### src/rtl/exp4_apresenta_sequencia.sv
// Memory-game sequence presenter: walks the ROM from address 0 up to a latched
// limit, lighting each item for ON_CYCLES and blanking for OFF_CYCLES.
module exp4_apresenta_sequencia #(
  parameter int unsigned ADDR_WIDTH = 4,
  parameter int unsigned DATA_WIDTH = 4,
  parameter int unsigned ON_CYCLES  = 1000,
  parameter int unsigned OFF_CYCLES = 500
) (
  input  logic                  clock,
  input  logic                  reset,
  input  logic                  iniciar,
  input  logic [ADDR_WIDTH-1:0] limite,
  input  logic [DATA_WIDTH-1:0] mem_dado,
  output logic [ADDR_WIDTH-1:0] mem_endereco,
  output logic [DATA_WIDTH-1:0] leds,
  output logic                  apresentando,
  output logic                  pronto,
  output logic [3:0]            db_estado
);

  localparam int unsigned MaxCycles  = (ON_CYCLES > OFF_CYCLES) ? ON_CYCLES : OFF_CYCLES;
  localparam int unsigned TimerWidth = $clog2(MaxCycles) + 1;
  localparam logic [TimerWidth-1:0] OnLast  = TimerWidth'(ON_CYCLES - 1);
  localparam logic [TimerWidth-1:0] OffLast = TimerWidth'(OFF_CYCLES - 1);

  typedef enum logic [3:0] {
    StInicial    = 4'h0,
    StPreparacao = 4'h1,
    StCarrega    = 4'h2,
    StMostra     = 4'h3,
    StApaga      = 4'h4,
    StProximo    = 4'h5,
    StFim        = 4'hC
  } state_e;

  state_e                  state_q, state_d;
  logic [ADDR_WIDTH-1:0]   addr_q, addr_d;
  logic [ADDR_WIDTH-1:0]   lim_q, lim_d;
  logic [DATA_WIDTH-1:0]   dado_q, dado_d;
  logic [TimerWidth-1:0]   timer_q, timer_d;

  always_ff @(posedge clock) begin
    if (reset) begin
      state_q <= StInicial;
      addr_q  <= '0;
      lim_q   <= '0;
      dado_q  <= '0;
      timer_q <= '0;
    end else begin
      state_q <= state_d;
      addr_q  <= addr_d;
      lim_q   <= lim_d;
      dado_q  <= dado_d;
      timer_q <= timer_d;
    end
  end

  always_comb begin
    state_d      = state_q;
    addr_d       = addr_q;
    lim_d        = lim_q;
    dado_d       = dado_q;
    timer_d      = timer_q;
    leds         = '0;
    apresentando = 1'b1;
    pronto       = 1'b0;
    db_estado    = 4'(state_q);

    case (state_q)
      StInicial: begin
        apresentando = 1'b0;
        if (iniciar) state_d = StPreparacao;
      end
      StPreparacao: begin
        addr_d  = '0;
        timer_d = '0;
        lim_d   = limite;
        state_d = StCarrega;
      end
      StCarrega: begin
        dado_d  = mem_dado;
        timer_d = '0;
        state_d = StMostra;
      end
      StMostra: begin
        leds = dado_q;
        if (timer_q == OnLast) begin
          timer_d = '0;
          state_d = StApaga;
        end else begin
          timer_d = timer_q + 1'b1;
        end
      end
      StApaga: begin
        if (timer_q == OffLast) begin
          timer_d = '0;
          // Ending on the limit itself means the counter never needs to wrap.
          state_d = (addr_q == lim_q) ? StFim : StProximo;
        end else begin
          timer_d = timer_q + 1'b1;
        end
      end
      StProximo: begin
        addr_d  = addr_q + 1'b1;
        state_d = StCarrega;
      end
      StFim: begin
        apresentando = 1'b0;
        pronto       = 1'b1;
        state_d      = StInicial;
      end
      default: begin
        db_estado = 4'hF;
        state_d   = StInicial;
      end
    endcase
  end

  assign mem_endereco = addr_q;

endmodule

### config.mk
export PLATFORM = sky130hd
export DESIGN_NAME = exp4_apresenta_sequencia
export DESIGN_NICKNAME = d
export VERILOG_FILES = /design/src/rtl/exp4_apresenta_sequencia.sv
export SDC_FILE = /design/constraint.sdc
export NUM_CORES = 1
export LEC_CHECK = 0
export BUFFER_PORTS_ARGS = -buffer_cell sky130_fd_sc_hd__buf_2
export CAP_MARGIN = 40
export CORE_MARGIN = 4
export CORE_UTILIZATION = 45
export DETAILED_ROUTE_END_ITERATION = 10
export GPL_ROUTABILITY_DRIVEN = 0
export HOLD_SLACK_MARGIN = 0.08
export PLACE_DENSITY_LB_ADDON = 0.12
export SLEW_MARGIN = 20
export SYNTH_ARGS = -nofsm -noshare
export SYNTH_HDL_FRONTEND = slang
export SYNTH_SLANG_ARGS = --single-unit
export TNS_END_PERCENT = 20
### constraint.sdc
create_clock -name clock -period 1.69 [get_ports clock]
set_clock_uncertainty 0.05 [all_clocks]
set_input_delay 0.169 -clock clock [delete_from_list [all_inputs] [get_ports clock]]
set_output_delay 0.169 -clock clock [all_outputs]
set_load 0.1 [all_outputs]
==> results of run 1 <==
cell type report:
class                           instances  area [um2]  share of cell area [%]
Clock buffer                            3        22.5                    1.05
Clock inverter                          1        5.00                   0.234
Inverter                                4        15.0                   0.701
Multi-Input combinational cell        141         957                    44.7
Sequential cell                        27         546                    25.5
Tap cell                               46        57.6                    2.69
Timing Repair Buffer                   54         539                    25.2
per-layer routing:
metal  up-vias  routed length [um]  global-route usage, %  share of wire, %
li1        766                   -                      -                 -
met1       753                1810                   24.8                47
met2        38                1860                   28.5                48
met3         2                 195                   2.02               5.0
met4         0                  21                   4.56              0.54
met5         -                   0                      0                 0
worst register-to-register path: cells and delay by family, from the launching register on:
kind | cells | cell delay, ns
buffers and inverters | 3 | 0.38
flip-flops | 1 | 0.36
AND/OR/NAND/NOR | 1 | 0.47
AO/OA/AOI/OAI | 2 | 0.41
power breakdown:
part	internal, mW	leakage (nW)	switching [mW]	total (mW)
registers	0.683	0.220	0.0293	0.712
logic	0.354	0.588	0.496	0.850
clock network	0.0887	0.0177	0.197	0.286
total	1.13	0.826	0.723	1.85
cells in the mapped netlist (2+ instances only):
cell type  count
dfxtp_1       27
nand2_1       20
a21oi_1       14
nor2_1        14
mux2i_1        8
and2_1         7
nor3_1         7
o22ai_1        7
nand3_1        6
o21ai_0        6
clkbuf_1       5
buf_6          4
inv_1          4
nor4_1         4
xnor2_1        4
clkbuf_8       3
nor3b_1        3
a211o_1        2
a31oi_1        2
and4bb_2       2
ha_1           2
nand4_1        2
nor2b_1        2
o21a_1         2
o31a_1         2
or3_2          2
timing repair:
action                     in CTS  in global routing
hold endpoints to repair        8                  0
setup endpoints to repair       7                 27
pin swaps                       5                  3
gates cloned                    0                  0
buffers inserted                4                  0
hold buffers                    8                  0
resized for setup               8                  8
layout by cell type, fill, tap and decap left out, types with 4 or more instances in the layout:
| cell type | count |
|---|---|
| dfxtp_2 | 4 |
| nor3_1 | 5 |
| nor4_1 | 4 |
| nand3_1 | 6 |
| and2_4 | 5 |
| nand2_1 | 20 |
| o21ai_0 | 5 |
| a21oi_1 | 14 |
| nor2_1 | 13 |
| buf_2 | 14 |
| dfxtp_1 | 23 |
| buf_4 | 18 |
| mux2i_1 | 8 |
| inv_1 | 4 |
| o22ai_1 | 7 |
| xnor2_1 | 4 |
| dlygate4sd3_1 | 8 |
| buf_12 | 11 |
flip-flops by register name, indices dropped and copies added (netlist names):
signal / cells
state_q: 4
timer_q: 11
mem_endereco: 4
dado_q: 4
lim_q: 4
worst max-delay path by stage:
stage / end / slack (ns) / depth (start not counted)
floorplan: state_q[3]$_SDFFE_PP0P_ / -0.27 / 4
global placement: leds[3] / 0.08 / 5
detailed placement: leds[3] / 0.03 / 5
CTS: apresentando / -0.06 / 4
global route: apresentando / -0.12 / 4
finish: apresentando / -0.07 / 4
kinds of logic (layout without fill, tap and decap cells):
| family | count (synthesis) | count (layout) | share of synthesized area, % |
|---|---|---|---|
| buffers and inverters | 16 | 62 | 7.64 |
| muxes | 8 | 8 | 5.09 |
| AOI/OAI and AO/OA | 47 | 47 | 20.4 |
| adders and majority gates | 2 | 2 | 1.59 |
| and+or+nand+nor | 80 | 80 | 28.6 |
| DFF | 27 | 27 | 34.4 |
| xor gates and xnor gates | 4 | 4 | 2.23 |
metrics by stage:
stage                     setup slack, ns  utilization, %  area, um2  hold WS (ns)  std cells
after global placement             0.0769            58.4       1970         0.354        260
after global routing               -0.122            63.7       2140        0.0907        276
final                             -0.0683            63.7       2140        0.0882        276
after floorplan                    -0.272               -       1610         0.266        184
after detailed placement           0.0313            58.4       1970         0.367        260
after CTS                         -0.0632            63.2       2120        0.0966        276
==> impl_metrics.ini, run 1 <==
[status]
outcome = complete, but fails checks
violations = setup timing

[yosys]
syn_area_um2 = 1570
synth_top_area_share_pct = 34.4
synth_largest_area_cell = dfxtp_1
synth_edf_count = 0
synth.area.top_cells = dfxtp_1, mux2i_1, nand2_1
seq_area_frac_synth_pct = 34.4
async_flop_share_pct = 0
synth_cell_type_count = 49
yosys_warnings = 0
synth_nets = 197
synth-seq-cells = 27
avgSynthCellArea_um2 = 8.55
synth_ff_type = dfxtp_1
synth_cells = 184

[detailed_routing]
drc = 0
ant_nets = 0
drt_iter0_markers = 99
viasPerCell = 5.65
vias = 1559
totalWireLength_mm = 3.88
wl_per_cell_um = 14.1
firstDrtPassIters = 4

[setup_path]
cp_cell_sequence = buf_6, or2_4, a211o_1, buf_12
setup.worst_path.end_class = primary output
critPathMaxFanout = 3
crit_family = flip-flops
critPathKind = reg2out
rr_endpoint = state_q[0]$_SDFFE_PP0P_
arrival_ns = 1.54
crit_start = state_q[3]$_SDFFE_PP0P_
cp-start-kind = flop
worstRegToRegCells = 6
required_ns = 1.47
path_buf_inv = 2
worst_path_max_delay_cell = dfxtp_2
r2r_start = state_q[3]$_SDFFE_PP0P_
reg2reg_setup_slack_ns = -0.03
max_stage_delay_ns = 0.36

[min_path]
min_path_cells = 2
holdCritPathClass = in2reg
holdCritStartpoint = reset
hold-path-endpoint = timer_q[9]$_SDFFE_PP0P_

[sta]
hold_viol_final = 0
grt_setup_unrepaired = true
setup_viol = 9
setup_tns_ns = -0.271
fin_crit_ns = 1.76
report.final.slew_viol_count = 0
setup_ws_ns = -0.0683
max_freq_ghz = 0.569
relSlewSlack_pct = 62.3
tightest_slew_ns = 0.564
fin_crit_sh_pct = 104

[pwr]
irDropWorstVdd_uv = 504
power.total_mw = 1.85
p_leak_nw = 0.826
powerDensity_nw_per_um2 = 863

[grt]
grt_max_degree = 19
grt_pass1_vias = 1340
overflow = 0
grt_pass1_wl_mm = 6.23
globalRouteTotalUtil_pct = 17.7
antenna_found_initial = 0

[finish]
syn_to_final_growth_pct = 36.2
num_antenna_cells = 0
layout-drive-gt1-share_pct = 33.0
nNetsFinal = 244
fillers = 319

[clock_network]
numCtsBuffers = 3
cts_max_level = 1
cts.sinks = 27
clk_pin_slew_ns = 0.15
clk_latency_ns = 0.32
tritoncts = built
clockBufferDepth = 2
cts_root_buffer = clkbuf_4

[floorplanning]
ios = 25
die_area_um2 = 4510
rows = 21
die_y_um = 67.1
start_util_pct = 46.8
die_w_um = 67.1
core_area_um2 = 3360

[placed_design]
dpl.hpwl_mm = 2.72
portBuffers = 24

[flow_run]
drv_cap = 0
Power figures use the tool's default switching activity.
==> run 2: changes to the inputs <==
--- a/config.mk
+++ b/config.mk
@@ -12,7 +12,7 @@
 export DETAILED_ROUTE_END_ITERATION = 10
 export GPL_ROUTABILITY_DRIVEN = 0
 export HOLD_SLACK_MARGIN = 0.08
-export PLACE_DENSITY_LB_ADDON = 0.12
+export PLACE_DENSITY = 0.68
 export SLEW_MARGIN = 20
 export SYNTH_ARGS = -nofsm -noshare
 export SYNTH_HDL_FRONTEND = slang
==> impl_metrics.ini, run 2 (same netlist as run 1, synthesis figures left out) <==
[placed_design]
dpl_cell_area_um2 = 1930
dpl.hpwl_mm = 2.81
dpl.cell_count = 259
portBuffers = 24
place_ws_ns = 0.0149

[flow_run]
drv_cap = 0

[floorplanning]
die_y_um = 67.1
die_w_um = 67.1
rows = 21
ios = 25
die_area_um2 = 4510
core_area_um2 = 3360
start_util_pct = 46.8

[pwr]
p_leak_nw = 0.875
irDropWorstVdd_uv = 479
power.total_mw = 1.91
powerDensity_nw_per_um2 = 856

[sta]
setup_viol = 16
report.final.slew_viol_count = 0
fin_crit_sh_pct = 103
setup_ws_ns = -0.0564
setup_tns_ns = -0.506
max_freq_ghz = 0.573
tightest_slew_ns = 0.508
relSlewSlack_pct = 66.4
grt_setup_unrepaired = true
fin_crit_ns = 1.75
timing.hold.ws_ns = 0.332
hold_viol_final = 0

[finish]
syn_to_final_growth_pct = 41.9
mostFrequentLayoutCells = dfxtp_1, nand2_1, buf_4
largest_reg_flops = 11
utilization_pct = 66.4
layout-drive-gt1-share_pct = 36.3
final_cells = 280
regMostFlops = timer_q
final_common_cell = dfxtp_1
num_antenna_cells = 0
fillers = 291
final_area_um2 = 2230
nNetsFinal = 248

[detailed_routing]
wl_per_cell_um = 15.2
viasPerCell = 5.64
drt_iter0_markers = 117
vias = 1578
firstDrtPassIters = 4
ant_nets = 0
totalWireLength_mm = 4.26
drc = 0

[status]
violations = setup timing
outcome = complete, but fails checks

[setup_path]
setup.worst_path.end_class = primary output
cp-start-kind = flop
required_ns = 1.47
worst_path_max_delay_cell = dfxtp_2
max_stage_delay_ns = 0.35
critPathKind = reg2out
arrival_ns = 1.53
critPathMaxFanout = 4
cp_cell_sequence = buf_6, or2_4, a211o_1, buf_12

[grt]
grt_pass1_wl_mm = 6.89
overflow = 0
globalRouteTotalUtil_pct = 19.6
antenna_found_initial = 0
grt_max_degree = 27
grt_pass1_vias = 1461

[clock_network]
clk_pin_slew_ns = 0.13
cts_root_buffer = clkbuf_4
clk_latency_ns = 0.32
clockBufferDepth = 2
cts.sinks = 27
cts_max_level = 1
tritoncts = built
numCtsBuffers = 3

[min_path]
holdCritPathClass = in2reg
==> run 2: timing repair <==
| action | in CTS | in global routing |
|---|---|---|
| buffers inserted | 5 | 3 |
| gates resized for setup | 15 | 18 |
| setup endpoints to repair | 6 | 24 |
| endpoints found under the hold margin | 9 | 0 |
| hold buffers | 9 | 0 |
| pin swaps | 9 | 16 |
==> run 2: power by group <==
group,leakage (nW),switching [mW],internal (mW),total (mW)
registers,0.220,0.0320,0.680,0.712
clock network,0.0150,0.185,0.0924,0.277
logic,0.640,0.528,0.393,0.921
total,0.875,0.745,1.17,1.91
==> run 2: cell type report <==
class | count | area (um2) | share of cell area [%]
clock buffers | 4 | 26.3 | 1.18
repair buffers | 58 | 587 | 26.3
flip-flops and latches | 27 | 546 | 24.4
inverters | 4 | 15.0 | 0.673
well taps | 46 | 57.6 | 2.58
multi-input cells | 141 | 1000 | 44.8
==> run 2: per-layer routing <==
layer	GRT usage [%]	wire length, um	vias to the layer above
met1	26.2	1830	738
met3	2.53	219	7
met4	6.33	62	0
li1	-	-	776
met5	0	0	-
met2	32.6	2150	57
==> run 2: final timing paths <==
check	from	end	slack [ns]	depth (start not counted)
min	iniciar	state_q[0]$_SDFFE_PP0P_	0.33	4
min reg2reg	timer_q[6]$_SDFFE_PP0P_	timer_q[6]$_SDFFE_PP0P_	0.48	2
max	state_q[3]$_SDFFE_PP0P_	apresentando	-0.06	4
max reg2reg	state_q[3]$_SDFFE_PP0P_	state_q[0]$_SDFFE_PP0P_	-0.05	5
==> run 2: worst max-delay path: cells and delay by family (launching register included) <==
kind	cells	cell delay, ns
simple gates	1	0.26
buf+inv	2	0.29
compound gates	1	0.31
flops	1	0.35
